==> src/rtl/lsu_mem_access_pkg.sv <==
// Shared types and the access-legality helper for the load/store unit.
package lsu_mem_access_pkg;

  typedef enum logic [2:0] {
    LB  = 3'b000,
    LH  = 3'b001,
    LW  = 3'b010,
    LBU = 3'b100,
    LHU = 3'b101
  } load_type_t;

  typedef enum logic [2:0] {
    SB = 3'b000,
    SH = 3'b001,
    SW = 3'b010
  } store_type_t;

  typedef enum logic [1:0] {
    IDLE = 2'd0,
    REQ  = 2'd1,
    WAIT = 2'd2,
    DONE = 2'd3
  } lsu_state_t;

  // An access that may not reach the bus: misaligned half/word, or an undefined funct3.
  function automatic logic access_fault(input logic we, input logic [2:0] f3,
                                        input logic [1:0] off);
    logic bad;
    bad = 1'b1;
    if (we) begin
      case (f3)
        3'b000:  bad = 1'b0;
        3'b001:  bad = off[0];
        3'b010:  bad = |off;
        default: bad = 1'b1;
      endcase
    end else begin
      case (f3)
        3'b000, 3'b100: bad = 1'b0;
        3'b001, 3'b101: bad = off[0];
        3'b010:         bad = |off;
        default:        bad = 1'b1;
      endcase
    end
    return bad;
  endfunction

endpackage

==> src/rtl/lsu_mem_access_load_align.sv <==
// Load data extraction: picks the addressed byte/half out of the bus word and extends it.
module lsu_mem_access_load_align
  import lsu_mem_access_pkg::*;
(
  input  logic [31:0] rdata,
  input  logic [1:0]  off,
  input  load_type_t  load_type,
  output logic [31:0] data
);

  logic [7:0]  byte_sel;
  logic [15:0] half_sel;

  // Halves only ever arrive on even offsets, so off[1] alone selects the half.
  assign byte_sel = rdata[{off, 3'b000} +: 8];
  assign half_sel = rdata[{off[1], 4'b0000} +: 16];

  always_comb begin
    data = rdata;
    case (load_type)
      LB:      data = {{24{byte_sel[7]}}, byte_sel};
      LBU:     data = {24'h000000, byte_sel};
      LH:      data = {{16{half_sel[15]}}, half_sel};
      LHU:     data = {16'h0000, half_sel};
      default: data = rdata;
    endcase
  end

endmodule

==> src/rtl/lsu_mem_access.sv <==
// Load/store unit: one outstanding request/grant bus access per instruction, stalling EX until done.
module lsu_mem_access
  import lsu_mem_access_pkg::*;
#(
  parameter int AW = 32,
  parameter int DW = 32
) (
  input  logic          clk,
  input  logic          rst,
  input  logic          ex_valid_i,
  input  logic          mem_r_i,
  input  logic          mem_w_i,
  input  logic [2:0]    funct3_i,
  input  logic [AW-1:0] addr_i,
  input  logic [DW-1:0] wdata_i,
  output logic          stall_o,
  output logic          done_o,
  output logic [DW-1:0] load_data_o,
  output logic          misalign_o,
  output logic          bus_req_o,
  output logic          bus_we_o,
  output logic [AW-1:0] bus_addr_o,
  output logic [3:0]    bus_wstrb_o,
  output logic [DW-1:0] bus_wdata_o,
  input  logic          bus_gnt_i,
  input  logic          bus_rvalid_i,
  input  logic [DW-1:0] bus_rdata_i
);

  lsu_state_t    state_reg;
  logic          we_reg;
  logic [2:0]    f3_reg;
  logic [1:0]    off_reg;
  logic [AW-1:0] bus_addr_reg;
  logic [3:0]    wstrb_reg;
  logic [DW-1:0] wdata_reg;
  logic          misalign_reg;
  logic [DW-1:0] load_data_reg;

  logic          op;
  logic [3:0]    wstrb_next;
  logic [DW-1:0] wdata_next;
  logic [DW-1:0] aligned_data;

  // MemR together with MemW is treated as a store.
  assign op = ex_valid_i & (mem_r_i | mem_w_i);

  always_comb begin
    wstrb_next = 4'h0;
    wdata_next = wdata_i;
    if (mem_w_i) begin
      case (funct3_i)
        3'b000: begin
          wstrb_next = 4'b0001 << addr_i[1:0];
          wdata_next = {4{wdata_i[7:0]}};
        end
        3'b001: begin
          wstrb_next = 4'b0011 << addr_i[1:0];
          wdata_next = {2{wdata_i[15:0]}};
        end
        default: begin
          wstrb_next = 4'hF;
          wdata_next = wdata_i;
        end
      endcase
    end
  end

  lsu_mem_access_load_align u_load_align (
    .rdata     (bus_rdata_i),
    .off       (off_reg),
    .load_type (load_type_t'(f3_reg)),
    .data      (aligned_data)
  );

  always_ff @(posedge clk or posedge rst) begin
    if (rst) begin
      state_reg     <= IDLE;
      we_reg        <= 1'b0;
      f3_reg        <= 3'b000;
      off_reg       <= 2'b00;
      bus_addr_reg  <= '0;
      wstrb_reg     <= 4'h0;
      wdata_reg     <= '0;
      misalign_reg  <= 1'b0;
      load_data_reg <= '0;
    end else begin
      case (state_reg)
        IDLE: begin
          if (op) begin
            we_reg       <= mem_w_i;
            f3_reg       <= funct3_i;
            off_reg      <= addr_i[1:0];
            bus_addr_reg <= {addr_i[AW-1:2], 2'b00};
            wstrb_reg    <= wstrb_next;
            wdata_reg    <= wdata_next;
            if (access_fault(mem_w_i, funct3_i, addr_i[1:0])) begin
              misalign_reg <= 1'b1;
              state_reg    <= DONE;
            end else begin
              misalign_reg <= 1'b0;
              state_reg    <= REQ;
            end
          end
        end
        REQ: begin
          if (bus_gnt_i) state_reg <= we_reg ? DONE : WAIT;
        end
        WAIT: begin
          if (bus_rvalid_i) begin
            load_data_reg <= aligned_data;
            state_reg     <= DONE;
          end
        end
        default: state_reg <= IDLE;
      endcase
    end
  end

  // Stall is masked by reset so every output reads 0 while reset is held.
  assign stall_o     = ~rst & ((state_reg == IDLE & op) | state_reg == REQ | state_reg == WAIT);
  assign done_o      = (state_reg == DONE);
  assign misalign_o  = misalign_reg & done_o;
  assign load_data_o = load_data_reg;
  assign bus_req_o   = (state_reg == REQ);
  assign bus_we_o    = we_reg;
  assign bus_addr_o  = bus_addr_reg;
  assign bus_wstrb_o = wstrb_reg;
  assign bus_wdata_o = wdata_reg;

endmodule
==> config.mk <==
export PLATFORM = sky130hd
export DESIGN_NAME = lsu_mem_access
export DESIGN_NICKNAME = d
export VERILOG_FILES = /design/src/rtl/lsu_mem_access_pkg.sv /design/src/rtl/lsu_mem_access_load_align.sv /design/src/rtl/lsu_mem_access.sv
export SDC_FILE = /design/constraint.sdc
export NUM_CORES = 1
export LEC_CHECK = 0
export ABC_AREA = 1
export CAP_MARGIN = 20
export CORE_MARGIN = 4
export CORE_UTILIZATION = 40
export CTS_CLUSTER_DIAMETER = 120
export CTS_CLUSTER_SIZE = 10
export DETAILED_ROUTE_END_ITERATION = 6
export MAX_ROUTING_LAYER = met4
export PLACE_DENSITY = 0.74
export SLEW_MARGIN = 5
export SYNTH_ARGS = -nofsm -noshare
export SYNTH_HDL_FRONTEND = slang
export SYNTH_SLANG_ARGS = --single-unit
==> constraint.sdc <==
create_clock -name clk -period 7.9 [get_ports clk]
set_input_delay 1.58 -clock clk [delete_from_list [all_inputs] [get_ports clk]]
set_output_delay 1.58 -clock clk [all_outputs]
set_load 0.03 [all_outputs]
==> metrics <==
status=finished, final reports clean; critical path launch point type=input port; RSZ-0062 raised after global routing=false; Die Span Y=approximately 120 µm; clk_lat worst skew=approximately 0.35 ns; fin util=0.589; FMAX=193 MHz; Setup crit start=mem_w_i; filler instances=1194; layout cell share with drive strength beyond 1=0.0542; Critical Path Sink Type=output port; post-CTS setup buffers=0; via count=between 5000 and 6000; PostCTS Resize Cnt=0; worst path required time=approximately 6.3 ns; CTS tree=built; max-slew violations=0; arrival time at the worst endpoint=3.59 ns; CTS H-tree lvls=3; slew of the pin with the lowest slew margin=slightly above 1 ns; Combinational Power Share=0.557; Max IR drop VDD=0.000269 V; CTS Buf Count=9; # nets final=roughly 950; Routed WL=16.4 mm; largest net degree at the start of global routing=between 80 and 90; Crit Path Category=input port to output port; Antenna Violating Nets Remaining=0; CTS max path bufs=2; most common cell after layout, fill and taps aside=nand2_1; Final Cycle Share=0.655; Internal=1.82 mW; Initial DRT Pass Iterations=5; initial DRC count=316; #FFs+latches synth=107; switching power=~1.5 mW; Starting Density=0.408; Avg Synthesized Cell Area=just over 8 µm²; Crit Reg-Reg Startpoint=state_reg[0]; most frequent cells in the layout=nand2_1, clkdlybuf4s50_1, dfrtp_1; GP Congestion=0.889; clock slew at reported path FFs=around 0.07 ns; Area Growth Syn to Fin=44.3%; final hold slack=approximately 0.48 ns; Ports=around 210; PortBufs=between 200 and 250; CP peak stage delay=roughly 0.84 ns; initial antenna violation count=0; average wire per standard cell=between 15 and 20 µm; crit-path most repeated cell=clkdlybuf4s50_1; GRT Total Usage=0.217; share of power burned in registers=0.304; post-route setup slack=roughly 2.7 ns; Reg-to-Reg End=bus_wstrb_o[1]; vias in the first global route=roughly 5000; hpwl dp=11.7 mm; crit path max fanout=13; Leak=approximately 3.6 nW; Final Skew=about 0.0074 ns; worst min-delay path category=register to register; ANT cells=0; cts hold-fix bufs=0; Mapped Cells=approximately 660; Final Hold Violating Endpoints=0; num rows=42; fin crit period=between 5 and 6 ns; crit path capture=stall_o; core area=about 0.013 mm²; first-pass GRT wire length=between 20 and 25 mm; cell area after synthesis=approximately 0.0054 mm²; Max Cap Viol=0; slowest cell on the critical path=clkdlybuf4s50_1; number of remaining DRC errors=0; Die Area=0.0154 mm²; pre-CTS setup slack=2.73 ns; Switching Fraction=0.449; clock power share=0.139; Clk Tree Root Cell=clkbuf_16; Synth warnings=0; grt total ovfl=0; setup TNS=0 ns; worst relative slew slack=0.313; R2R depth=7; Yosys cell types=34; Die X=roughly 120 µm; vias per cell=between 4 and 5; sequential share of the synthesized area=0.497; PwrDens=425 mW/mm²; R2R Setup Slk=about 5.2 ns; CTS Sinks=between 100 and 150; CP Cell Sequence=clkdlybuf4s50_1, or2_4, nand3_4, a31oi_1, clkdlybuf4s50_1; Setup Viol. Count Final=0
worst max-delay path, delay by kind of cell:
family / cells / cell delay [ns]
simple gates: 2 / 0.31
buf+inv: 2 / 1.56
compound gates: 1 / 0.14
synthesized netlist by cell type:
cell | number | area [µm²]
inv_4 | 1 | 6.26
nand2_2 | 2 | 12.5
nand3_4 | 1 | 17.5
o21bai_2 | 10 | 113
nand2_1 | 214 | 803
buf_4 | 7 | 52.6
dfrtp_1 | 107 | 2680
a31oi_1 | 3 | 18.8
nand3b_2 | 1 | 11.3
o22ai_1 | 1 | 6.26
o21ai_0 | 39 | 195
nor2_2 | 2 | 12.5
inv_1 | 62 | 233
ha_1 | 4 | 50.1
or2_4 | 1 | 8.76
nor2_8 | 1 | 20.0
nand3_1 | 25 | 125
o21bai_1 | 6 | 45.0
buf_12 | 1 | 20.0
o21a_1 | 8 | 60.1
clkbuf_1 | 10 | 37.5
o221ai_1 | 1 | 8.76
o21ai_1 | 17 | 85.1
buf_6 | 5 | 56.3
or2_2 | 1 | 6.26
o211ai_1 | 8 | 60.1
nor2_1 | 34 | 128
buf_2 | 15 | 75.1
a2bb2oi_1 | 16 | 140
nand2_4 | 2 | 22.5
a21oi_1 | 47 | 235
conb_1 | 1 | 3.75
inv_2 | 4 | 15.0
nor2_4 | 2 | 22.5
metrics by stage:
step | power, mW | area [µm²] | instances
6_report | 3.30 | 7770 | 1025
5_1_grt | 3.52 | 7770 | 1025
4_1_cts | 3.33 | 7770 | 1025
3_5_place_dp | 2.86 | 7470 | 1009
3_3_place_gp | 2.83 | 7470 | 1009
2_1_floorplan | 2.15 | 5390 | 660
final cells by class:
class                           instances  area, µm²  share of cell area
Tap cell                              176        220              0.0283
Sequential cell                       107       2680               0.345
Clock buffer                           12        246              0.0317
Timing Repair Buffer                  211       2100               0.271
Inverter                               67        256              0.0330
Clock inverter                          4       50.0             0.00644
Multi-Input combinational cell        448       2210               0.285
worst min path at each step:
stage,end,from,slack (ns),cells after the start
finish,bus_addr_o[10],bus_addr_o[10],0.48,2
global route,load_data_o[3],load_data_o[3],0.50,2
CTS,bus_addr_o[26],bus_addr_o[26],0.48,2
detailed placement,bus_addr_o[26],bus_addr_o[26],0.46,2
global placement,bus_addr_o[21],bus_addr_o[21],0.46,2
floorplan,misalign_reg,misalign_reg,0.45,2
power groups by stage:
stage | sequential, mW | clock [mW] | combinational (mW)
CTS | 1.00 | 0.469 | 1.86
global placement | 1.00 | 0 | 1.83
floorplan | 1.44 | 0 | 0.713
detailed placement | 1.00 | 0 | 1.86
finish | 1.00 | 0.459 | 1.84
global route | 1.04 | 0.491 | 1.99
kinds of logic (layout without fill, tap and decap cells):
kind of cell / count (synthesis) / in the layout / share of synthesized area
fa+ha+maj: 4 / 4 / 0.00930
other cells: 1 / 2 / 0.000697
buf+inv: 105 / 294 / 0.0920
flops: 107 / 107 / 0.497
compound gates: 156 / 156 / 0.180
simple gates: 286 / 286 / 0.221
metal layers:
layer | global-route usage | routed length [µm]
met1 | 0.262 | 6800
met2 | 0.342 | 7500
met3 | 0.0758 | 1780
met4 | 0.0678 | 275
met5 | - | 0
Note: power is estimated with default switching activity, not from simulation.
